==> src/rtl/wb_rr_arbiter.sv <==
// -----------------------------------------------------------------------------
// wb_rr_arbiter
//
// Round-robin Wishbone arbiter. Several bus masters share one Wishbone slave
// port. Ownership is granted for a whole cyc tenure: the owner keeps the bus
// until it drops its cyc. The next owner is the first requester found by
// searching upward from a rotating priority pointer. A watchdog ends stalled
// strobes with a one-cycle error pulse, so a slave that never acks cannot
// hang the bus.
//
// Parameters
//   NUM_MASTERS     number of requesting masters (2..8)
//   ADDR_WIDTH      Wishbone address width
//   DATA_WIDTH      Wishbone data width
//   TIMEOUT_CYCLES  stalled strobe cycles tolerated before an error (1..65535)
//
// Ports
//   clk_i      system clock, rising edge
//   rst_i      synchronous reset, active low
//   m_cyc_i    per-master cycle valid / bus request
//   m_stb_i    per-master strobe
//   m_we_i     per-master write enable
//   m_adr_i    packed master addresses, master k at [k*ADDR_WIDTH +: ADDR_WIDTH]
//   m_dat_i    packed master write data, master k at [k*DATA_WIDTH +: DATA_WIDTH]
//   m_ack_o    per-master acknowledge (only the owner's bit can be set)
//   m_err_o    per-master watchdog error, one-cycle pulse
//   m_dat_o    slave read data, broadcast to every master
//   s_cyc_o    slave-side cycle
//   s_stb_o    slave-side strobe
//   s_we_o     slave-side write enable
//   s_adr_o    slave-side address
//   s_dat_o    slave-side write data
//   s_ack_i    slave acknowledge
//   s_dat_i    slave read data
//   gnt_o      registered one-hot grant, zero while idle
//   busy_o     high while a master owns the bus
// -----------------------------------------------------------------------------
module wb_rr_arbiter #(
    parameter int NUM_MASTERS    = 4,
    parameter int ADDR_WIDTH     = 32,
    parameter int DATA_WIDTH     = 16,
    parameter int TIMEOUT_CYCLES = 255
) (
    input  logic                             clk_i,
    input  logic                             rst_i,

    input  logic [NUM_MASTERS-1:0]           m_cyc_i,
    input  logic [NUM_MASTERS-1:0]           m_stb_i,
    input  logic [NUM_MASTERS-1:0]           m_we_i,
    input  logic [NUM_MASTERS*ADDR_WIDTH-1:0] m_adr_i,
    input  logic [NUM_MASTERS*DATA_WIDTH-1:0] m_dat_i,
    output logic [NUM_MASTERS-1:0]           m_ack_o,
    output logic [NUM_MASTERS-1:0]           m_err_o,
    output logic [DATA_WIDTH-1:0]            m_dat_o,

    output logic                             s_cyc_o,
    output logic                             s_stb_o,
    output logic                             s_we_o,
    output logic [ADDR_WIDTH-1:0]            s_adr_o,
    output logic [DATA_WIDTH-1:0]            s_dat_o,
    input  logic                             s_ack_i,
    input  logic [DATA_WIDTH-1:0]            s_dat_i,

    output logic [NUM_MASTERS-1:0]           gnt_o,
    output logic                             busy_o
);

    // -------------------------------------------------------------------------
    // Local parameters and types
    // -------------------------------------------------------------------------
    localparam int IDX_W = (NUM_MASTERS > 1) ? $clog2(NUM_MASTERS) : 1;

    localparam logic [IDX_W-1:0]       LAST_IDX = IDX_W'(NUM_MASTERS - 1);
    localparam logic [15:0]            WD_LIMIT = 16'(TIMEOUT_CYCLES);
    localparam logic [NUM_MASTERS-1:0] ONE_HOT0 = NUM_MASTERS'(1);

    typedef enum logic {
        ST_IDLE = 1'b0,
        ST_BUSY = 1'b1
    } state_e;

    // -------------------------------------------------------------------------
    // State
    // -------------------------------------------------------------------------
    state_e                 state_q, state_d;
    logic [IDX_W-1:0]       g_q,     g_d;      // index of the current owner
    logic [IDX_W-1:0]       ptr_q,   ptr_d;    // highest-priority master next time
    logic [NUM_MASTERS-1:0] gnt_q,   gnt_d;
    logic [15:0]            wd_q,    wd_d;     // consecutive stalled strobe cycles

    // -------------------------------------------------------------------------
    // Shared decode
    // -------------------------------------------------------------------------
    // A stall is a strobe from the owner that the slave has not acked yet.
    // Both the watchdog update and the error output look at the same condition,
    // so it is decoded once here from the owner's raw inputs.
    logic owner_cyc;
    logic owner_stb;
    logic stalled;
    logic wd_hit;

    assign owner_cyc = m_cyc_i[g_q];
    assign owner_stb = m_stb_i[g_q];
    assign stalled   = (state_q == ST_BUSY) && owner_stb && !s_ack_i;
    assign wd_hit    = (wd_q == WD_LIMIT);

    // -------------------------------------------------------------------------
    // Round-robin search: first set bit of req at or above ptr, wrapping to 0.
    // Only called when at least one request is set, so the fallback value is
    // never used to grant an idle master.
    // -------------------------------------------------------------------------
    function automatic logic [IDX_W-1:0] rr_pick(
        input logic [NUM_MASTERS-1:0] req,
        input logic [IDX_W-1:0]       ptr
    );
        logic [IDX_W-1:0] pick;
        logic             found;
        int               idx;
        pick  = ptr;
        found = 1'b0;
        for (int i = 0; i < NUM_MASTERS; i++) begin
            idx = int'(ptr) + i;
            if (idx >= NUM_MASTERS) begin
                idx = idx - NUM_MASTERS;
            end
            if (!found && req[idx]) begin
                pick  = IDX_W'(idx);
                found = 1'b1;
            end
        end
        return pick;
    endfunction

    // -------------------------------------------------------------------------
    // State register
    // -------------------------------------------------------------------------
    // NOTE: sequential state is written with non-blocking assignments only, so
    // every register samples the pre-edge value of every other register.
    // The reset is sampled on the clock edge, so an active cycle is aborted at
    // the edge where rst_i is seen low.
    always_ff @(posedge clk_i) begin
        if (!rst_i) begin
            state_q <= ST_IDLE;
            g_q     <= '0;
            ptr_q   <= '0;
            gnt_q   <= '0;
            wd_q    <= '0;
        end else begin
            state_q <= state_d;
            g_q     <= g_d;
            ptr_q   <= ptr_d;
            gnt_q   <= gnt_d;
            wd_q    <= wd_d;
        end
    end

    // -------------------------------------------------------------------------
    // Next-state logic
    // -------------------------------------------------------------------------
    // NOTE: every variable driven here gets a hold value first, so no path
    // through the case statement can leave one unassigned and infer a latch.
    always_comb begin
        state_d = state_q;
        g_d     = g_q;
        ptr_d   = ptr_q;
        gnt_d   = gnt_q;
        wd_d    = wd_q;

        unique case (state_q)
            ST_IDLE: begin
                wd_d = '0;
                if (|m_cyc_i) begin
                    g_d     = rr_pick(m_cyc_i, ptr_q);
                    gnt_d   = ONE_HOT0 << g_d;
                    state_d = ST_BUSY;
                end
            end

            ST_BUSY: begin
                if (!owner_cyc) begin
                    // End of tenure: the master just served drops to lowest
                    // priority by moving the pointer past it.
                    state_d = ST_IDLE;
                    gnt_d   = '0;
                    wd_d    = '0;
                    ptr_d   = (g_q == LAST_IDX) ? '0 : g_q + IDX_W'(1);
                end else if (stalled) begin
                    // On the timeout cycle the error fires and the count
                    // restarts, so a master that keeps strobing gets a fresh
                    // timeout window. An ack in that cycle is not a stall,
                    // which is how an ack wins over a coinciding timeout.
                    wd_d = wd_hit ? '0 : wd_q + 16'd1;
                end else begin
                    wd_d = '0;
                end
            end

            default: begin
                state_d = ST_IDLE;
                gnt_d   = '0;
                wd_d    = '0;
            end
        endcase
    end

    // -------------------------------------------------------------------------
    // Output logic
    // -------------------------------------------------------------------------
    // The slave-side signals and the ack path are pure muxes on the registered
    // owner index, so transfers inside a tenure run at the slave's own rate.
    always_comb begin
        busy_o  = 1'b0;
        s_cyc_o = 1'b0;
        s_stb_o = 1'b0;
        s_we_o  = 1'b0;
        s_adr_o = '0;
        s_dat_o = '0;
        m_ack_o = '0;
        m_err_o = '0;

        if (state_q == ST_BUSY) begin
            busy_o       = 1'b1;
            s_cyc_o      = owner_cyc;
            s_stb_o      = owner_stb;
            s_we_o       = m_we_i[g_q];
            s_adr_o      = m_adr_i[g_q*ADDR_WIDTH +: ADDR_WIDTH];
            s_dat_o      = m_dat_i[g_q*DATA_WIDTH +: DATA_WIDTH];
            m_ack_o[g_q] = s_ack_i;
            m_err_o[g_q] = stalled && wd_hit;
        end
    end

    // Read data is broadcast; only the owner sees an ack, so others ignore it.
    assign m_dat_o = s_dat_i;
    assign gnt_o   = gnt_q;

endmodule

==> config.mk <==
export PLATFORM = sky130hd
export DESIGN_NAME = wb_rr_arbiter
export DESIGN_NICKNAME = d
export VERILOG_FILES = /design/src/rtl/wb_rr_arbiter.sv
export SDC_FILE = /design/constraint.sdc
export NUM_CORES = 1
export LEC_CHECK = 0
export ABC_AREA = 1
export CAP_MARGIN = 20
export CORE_AREA = 2 2 117 119
export CTS_CLUSTER_SIZE = 20
export DETAILED_ROUTE_END_ITERATION = 8
export DIE_AREA = 0 0 119 121
export HOLD_SLACK_MARGIN = 0.12
export PLACE_DENSITY = 0.74
export SKIP_CTS_REPAIR_TIMING = 1
export SLEW_MARGIN = 20
export SYNTH_ARGS = -nofsm -noshare
export SYNTH_HDL_FRONTEND = slang
export SYNTH_SLANG_ARGS = --single-unit
==> constraint.sdc <==
create_clock -name clk_i -period 1.4 [get_ports clk_i]
set_input_delay 0.14 -clock clk_i [delete_from_list [all_inputs] [get_ports clk_i]]
set_output_delay 0.14 -clock clk_i [all_outputs]
set_load 0.02 [all_outputs]
==> reports/qor.yml, run 1 <==
outcome:
  status: "complete, but fails checks"
  violations: "negative setup slack"
yosys:
  synth_seq_cells: 25
  synth_area_um2: 3327
  ys_types: 34
  ys_seq_area_frac: 0.1504
  avgSynthCellArea_um2: 5.239
  yosys_warnings: 0
  syn_nets: 863
  syn_inst: 635
sta:
  post-route-period-util: 1.475
  skew_ps: 3.213
  setup_ws_ps: -665.5
  rsz0062_at_grt: "true"
  finalMaxSlewViolations: 0
  tightest_slew_ps: 570.2
  setup_violations: 83
  max_slew_margin: 0.6199
  fmax_mhz: 484.1
  hold_violations: 0
  fin_crit_ps: 2066
finish:
  final_common_cell: "clkdlybuf4s50_1"
  fill_cells: 1128
  stdcell_count: 1128
  n_antenna_cell: 0
  final_cell_mix: "clkdlybuf4s50_1 (206), nor2_1 (165), buf_4 (86), o21ai_1 (82), a21oi_2 (51)"
  area_growth_pct: 143.9
  fin_nets: 1181
  drive_gt1_frac: 0.3908
  design_area_um2: 8115
clock_network:
  clkLatencyLatePin_ps: 260
  cts-buffers-inserted: 3
  cts_tree: "yes"
  clock-sinks: 25
  cts-root-buf: "clkbuf_16"
  clk_pin_slew_ps: 70
  htreeDepth: 1
  clock_path_buffers: 2
min_path:
  holdPathStages: 0
  hold_path_class: "in -> out"
  hold_path.startpoint: "s_dat_i[9]"
  hold_path_end: "m_dat_o[9]"
worst_setup_path:
  crit_type: "reg -> out"
  r2r_end: "wd_q[10]"
  arrival_ps: 1930
  r2r_slack_ps: -340
  endpoint_kind: "output pin"
  worstPathMaxFanout: 4
  critPathRequiredTime_ps: 1260
  r2r-start: "g_q[0]"
  cp-start-kind: "flip-flop"
  reg2reg_depth: 11
route:
  drt.antenna.violating_nets: 0
  num_vias: 5452
  wl_per_cell_um: 16.38
  via_per_inst: 4.833
  routed_wl_mm: 18.48
  drt_iter0_markers: 319
  drt_pre_antenna_iters: 4
  drcViolationCount: 0
global_routing:
  grt_pass1_wl_mm: 23.33
  grt_antenna_before_repair: 0
  grt_max_degree: 57
  grt_pass1_vias: 4865
  gr-total-overflow: 0
  grt_util_all_layers: 0.1970
run:
  cap_violations: 0
power_and_ir_drop:
  p_total_mw: 13.79
  p_per_area_nw_per_um2: 1700
  ir_drop_mv: 0.8010
  leakage_nw: 3.334
die:
  initial_core_util: 0.2543
  io_pins: 303
  coreArea_um2: 13090
  fp-row-count: 42
  die_h_um: 121
  die_x_um: 119
  dieArea_um2: 14400
placement:
  post_dp_cell_area_um2: 6659
  numPortBuffers: 270
  gp_congestion: 0.8484
  placedCellCount: 1082
  place_hpwl_mm: 11.66
## through the flow
step	worst slack (ps)	utilization	setup TNS [ps]	hold slack [ps]
finish	-665.5	0.6202	-26440	280.0
floorplan	-245.5	-	-2176	262.8
CTS	-1079	0.5150	-55220	280.1
global route	-734.5	0.6202	-32360	280.0
detailed placement	-822.3	0.5089	-38550	280.1
global placement	-811.3	0.5089	-37630	280.1
## cells by family after synthesis
logic type	Yosys count	share of synthesized area
compound gates	172	0.2636
xor+xnor	6	0.01580
fa+ha+maj	5	0.01880
buf+inv	87	0.1282
flops	25	0.1504
simple gates	340	0.4231
## flip-flops by register name (all words and copies together) (netlist names)
signal,flops
gnt_o,4
g_q,2
wd_q,16
state_q,1
ptr_q,2
## synthesized netlist by cell type (all sizes together)
cell type	count	area, µm²
a211oi	1	7.510
a21oi	64	327.8
a41oi	1	8.760
buf	33	224.0
clkbuf	24	90.09
dfxtp	25	500.5
ha	5	62.56
inv	30	112.6
nand2	76	317.8
nand3	17	90.09
nand3b	1	7.510
nand4	3	18.77
nor2	232	902.1
nor3	4	25.02
nor3b	2	15.01
nor4	2	12.51
o21ai	105	525.5
o21bai	1	7.510
or2	3	18.77
xnor2	1	8.760
xor2	5	43.79
## where the power goes
group          internal (mW)  total [mW]  switching, mW
sequential             0.852        1.02          0.164
clock                  0.385       0.641          0.256
combinational           5.61        12.1           6.53
## area by class of cell
class	count	area (µm²)	share of cell area
timing repair buffer	370	3900	0.4806
multi-input combinational	523	3258	0.4015
sequential	25	519.2	0.06398
tap	176	220.2	0.02714
inverter	30	137.6	0.01696
clock buffer	3	75.07	0.009251
clock inverter	1	5.005	0.0006167
## worst max-delay path by stage
| stage | startpoint | depth (start not counted) | endpoint |
|---|---|---|---|
| final | wd_q[1] | 9 | m_err_o[3] |
| after global routing | wd_q[1] | 9 | m_err_o[3] |
| after CTS | wd_q[0] | 9 | m_err_o[0] |
| after detailed placement | m_stb_i[2] | 9 | m_err_o[0] |
| after global placement | m_stb_i[2] | 9 | m_err_o[0] |
| after floorplan | g_q[1] | 8 | m_err_o[0] |
## layer usage
metal,up-vias,track usage,wire length [µm]
met1,2467,0.2353,7559
met2,247,0.3527,9101
li1,2686,-,-
met5,-,0,0
met3,52,0.03947,1160
met4,0,0.06399,659
## worst max-delay path: stages (launching register included)
cell and delay (ps):
dfxtp_2 360, ha_4 150, nand2_4 50, nor3_4 220, nand3_2 130, inv_2 100, nand3_2 90, or2_4 330
nor2_4 120, buf_6 120
Power figures use the tool's default switching activity.
==> inputs of run 2 (changes only) <==
Settings changed: SLEW_MARGIN 20 to default.
==> results of run 2 <==
No change in the layout: final DEF, timing and power equal those of run 1.
==> inputs of run 3 (changes only) <==
Settings changed: CELL_PAD_IN_SITES_DETAIL_PLACEMENT from default to 0, CELL_PAD_IN_SITES_GLOBAL_PLACEMENT from default to 1, CORE_AREA 2 2 117 119 to default, CORE_MARGIN from default to 1.5, CORE_UTILIZATION from default to 17, DIE_AREA 0 0 119 121 to default, PLACE_DENSITY 0.74 to 0.82.
==> reports/qor.yml, run 3 (synthesis results as in run 1) <==
global_routing:
  grt_antenna_before_repair: 0  # unchanged
  grt_max_degree: 34  # -40%
  grt_pass1_wl_mm: 24.07  # +3.2%
  met2_usage: 0.2734  # -0.07935
  grt_pass1_vias: 4808  # -1.2%
  grt_util_all_layers: 0.1459  # -0.05107
  gr-total-overflow: 0  # unchanged
  grt_use_met3: 0.02817  # -0.01130
  busiest_layer: "met2"
  met1_usage: 0.1746  # -0.06071
sta:
  finalMaxSlewViolations: 0  # unchanged
  tns_ps: -30710  # -4261 ps
  fin_crit_ps: 1963  # -102.2 ps
  fmax_mhz: 509.3  # +5.2%
  setup_violations: 84  # +1.2%
  skew_ps: 1.922  # -1.291 ps
  post-route-period-util: 1.402  # -0.07302
  hold_violations: 0  # unchanged
  max_slew_margin: 0.6844  # +0.06452
  tightest_slew_ps: 469.1  # -101.1 ps
  setup_ws_ps: -563.3  # +102.2 ps
  fin_hold_ws_ps: 280.0  # +0.003000 ps
  rsz0062_at_grt: "true"
route:
  via_per_inst: 4.303  # -11%
  wl_per_cell_um: 14.53  # -11%
  drt_iter0_markers: 143  # -55%
  drt.antenna.violating_nets: 0  # unchanged
  drcViolationCount: 0  # unchanged
  num_vias: 5267  # -3.4%
  routed_wl_mm: 17.79  # -3.8%
  drt_pre_antenna_iters: 4  # unchanged
placement:
  gp_congestion: 0.8288  # -2.3%
  place_hpwl_mm: 12.50  # +7.2%
  placedCellCount: 1183  # +9.3%
  numPortBuffers: 270  # unchanged
  post_dp_cell_area_um2: 6917  # +3.9%
clock_network:
  cts-root-buf: "clkbuf_16"
  cts-buffers-inserted: 3  # unchanged
  clock_path_buffers: 2  # unchanged
  cts_tree: "yes"
  clkLatencyLatePin_ps: 260  # about the same
  clock-sinks: 25  # unchanged
  htreeDepth: 1  # unchanged
  clk_pin_slew_ps: 60  # about the same
finish:
  largest_reg_flops: 16  # unchanged
  stdcell_count: 1224  # +8.5%
  final_common_cell: "clkdlybuf4s50_1"
  fill_cells: 1888  # +67%
  final_cell_mix: "clkdlybuf4s50_1 (207), nor2_1 (170), buf_4 (81), o21ai_1 (68), buf_6 (53)"
  drive_gt1_frac: 0.4087  # +0.01796
  largest-register: "wd_q"
  design_area_um2: 8357  # +3.0%
  fin_util: 0.4409  # -0.1793
  n_antenna_cell: 0  # unchanged
  fin_nets: 1193  # +1.0%
  area_growth_pct: 151.2
die:
  io_pins: 303  # unchanged
  dieArea_um2: 20420  # +42%
  fp-row-count: 50  # +19%
  die_h_um: 142.9  # +18%
  coreArea_um2: 18960  # +45%
  initial_core_util: 0.1755  # -0.07874
  die_x_um: 142.9  # +20%
power_and_ir_drop:
  leakage_nw: 3.364  # +0.91%
  ir_drop_mv: 0.6171  # -23%
  p_per_area_nw_per_um2: 1693  # -0.38%
run:
  cap_violations: 0  # unchanged
worst_setup_path:
  cp-startpoint: "wd_q[1]"
  r2r-start: "g_q[0]"
  critPathRequiredTime_ps: 1260  # about the same
  worstPathMaxFanout: 4  # unchanged
  endpoint_kind: "output pin"
  cp-start-kind: "flip-flop"
  crit_type: "reg -> out"
  arrival_ps: 1820  # -110 ps
min_path:
  hold_path.startpoint: "s_dat_i[0]"
  hold_path_class: "in -> out"
outcome:
  status: "complete, but fails checks"
  violations: "negative setup slack"
-- run 3: changes by cell type in the layout (fill, tap and decap cells not counted), moves of 3 or more --
| cell | delta |
|---|---|
| buf_2 | +3 |
| buf_4 | -5 |
| buf_6 | +12 |
| buf_8 | +6 |
| nand2_1 | +6 |
| nand2_4 | -4 |
| nand3_1 | -5 |
| nand3_2 | +5 |
| nor2_1 | +5 |
| nor2_4 | -6 |
| o21ai_1 | -14 |
| o21ai_2 | +12 |
-- run 3: routing by layer --
metal | share of wire | vias up | routed length, µm
met2 | 0.52 | 163 | 9219
li1 | - | 2712 | -
met5 | 0 | - | 0
met4 | 0.012 | 0 | 218
met3 | 0.057 | 14 | 1017
met1 | 0.41 | 2378 | 7332
-- run 3: through the flow --
stage	setup slack, ps	power [mW]
floorplan	-245.5	6.233
global placement	-797.8	10.12
detailed placement	-839.7	10.14
CTS	-1072	10.82
global route	-653.5	15.11
finish	-563.3	14.15
-- run 3: cell type report --
type	instances	area, µm²	share of cell area
clock buffer	4	78.83	0.009433
timing repair buffer	382	4008	0.4796
inverter	30	145.1	0.01737
tap	260	325.3	0.03893
sequential	25	519.2	0.06214
multi-input combinational	523	3281	0.3926
-- run 3: power breakdown --
group / total (mW) / switching [mW] / internal (mW)
Combinational: 12.5 / 6.56 / 5.95
Clock: 0.641 / 0.252 / 0.389
Sequential: 1.00 / 0.148 / 0.851
-- run 3: worst max-delay path, cell delays in order, from the launching register on --
cell and delay, ps:
dfxtp_2 350, ha_4 150, nand2_4 50, nor3_4 210, nand3_2 110, inv_2 70
nand3_2 60, or2_4 320, nor2_4 120, buf_6 120
-- run 3: path summary, 6_finish.rpt --
path              depth (start not counted)  slack, ps    endpoint
setup reg to reg                         13       -400    gnt_o[0]
hold reg to reg                           2        470    gnt_o[1]
hold / removal                            0        280  m_dat_o[0]
setup / recovery                          9       -560  m_err_o[1]
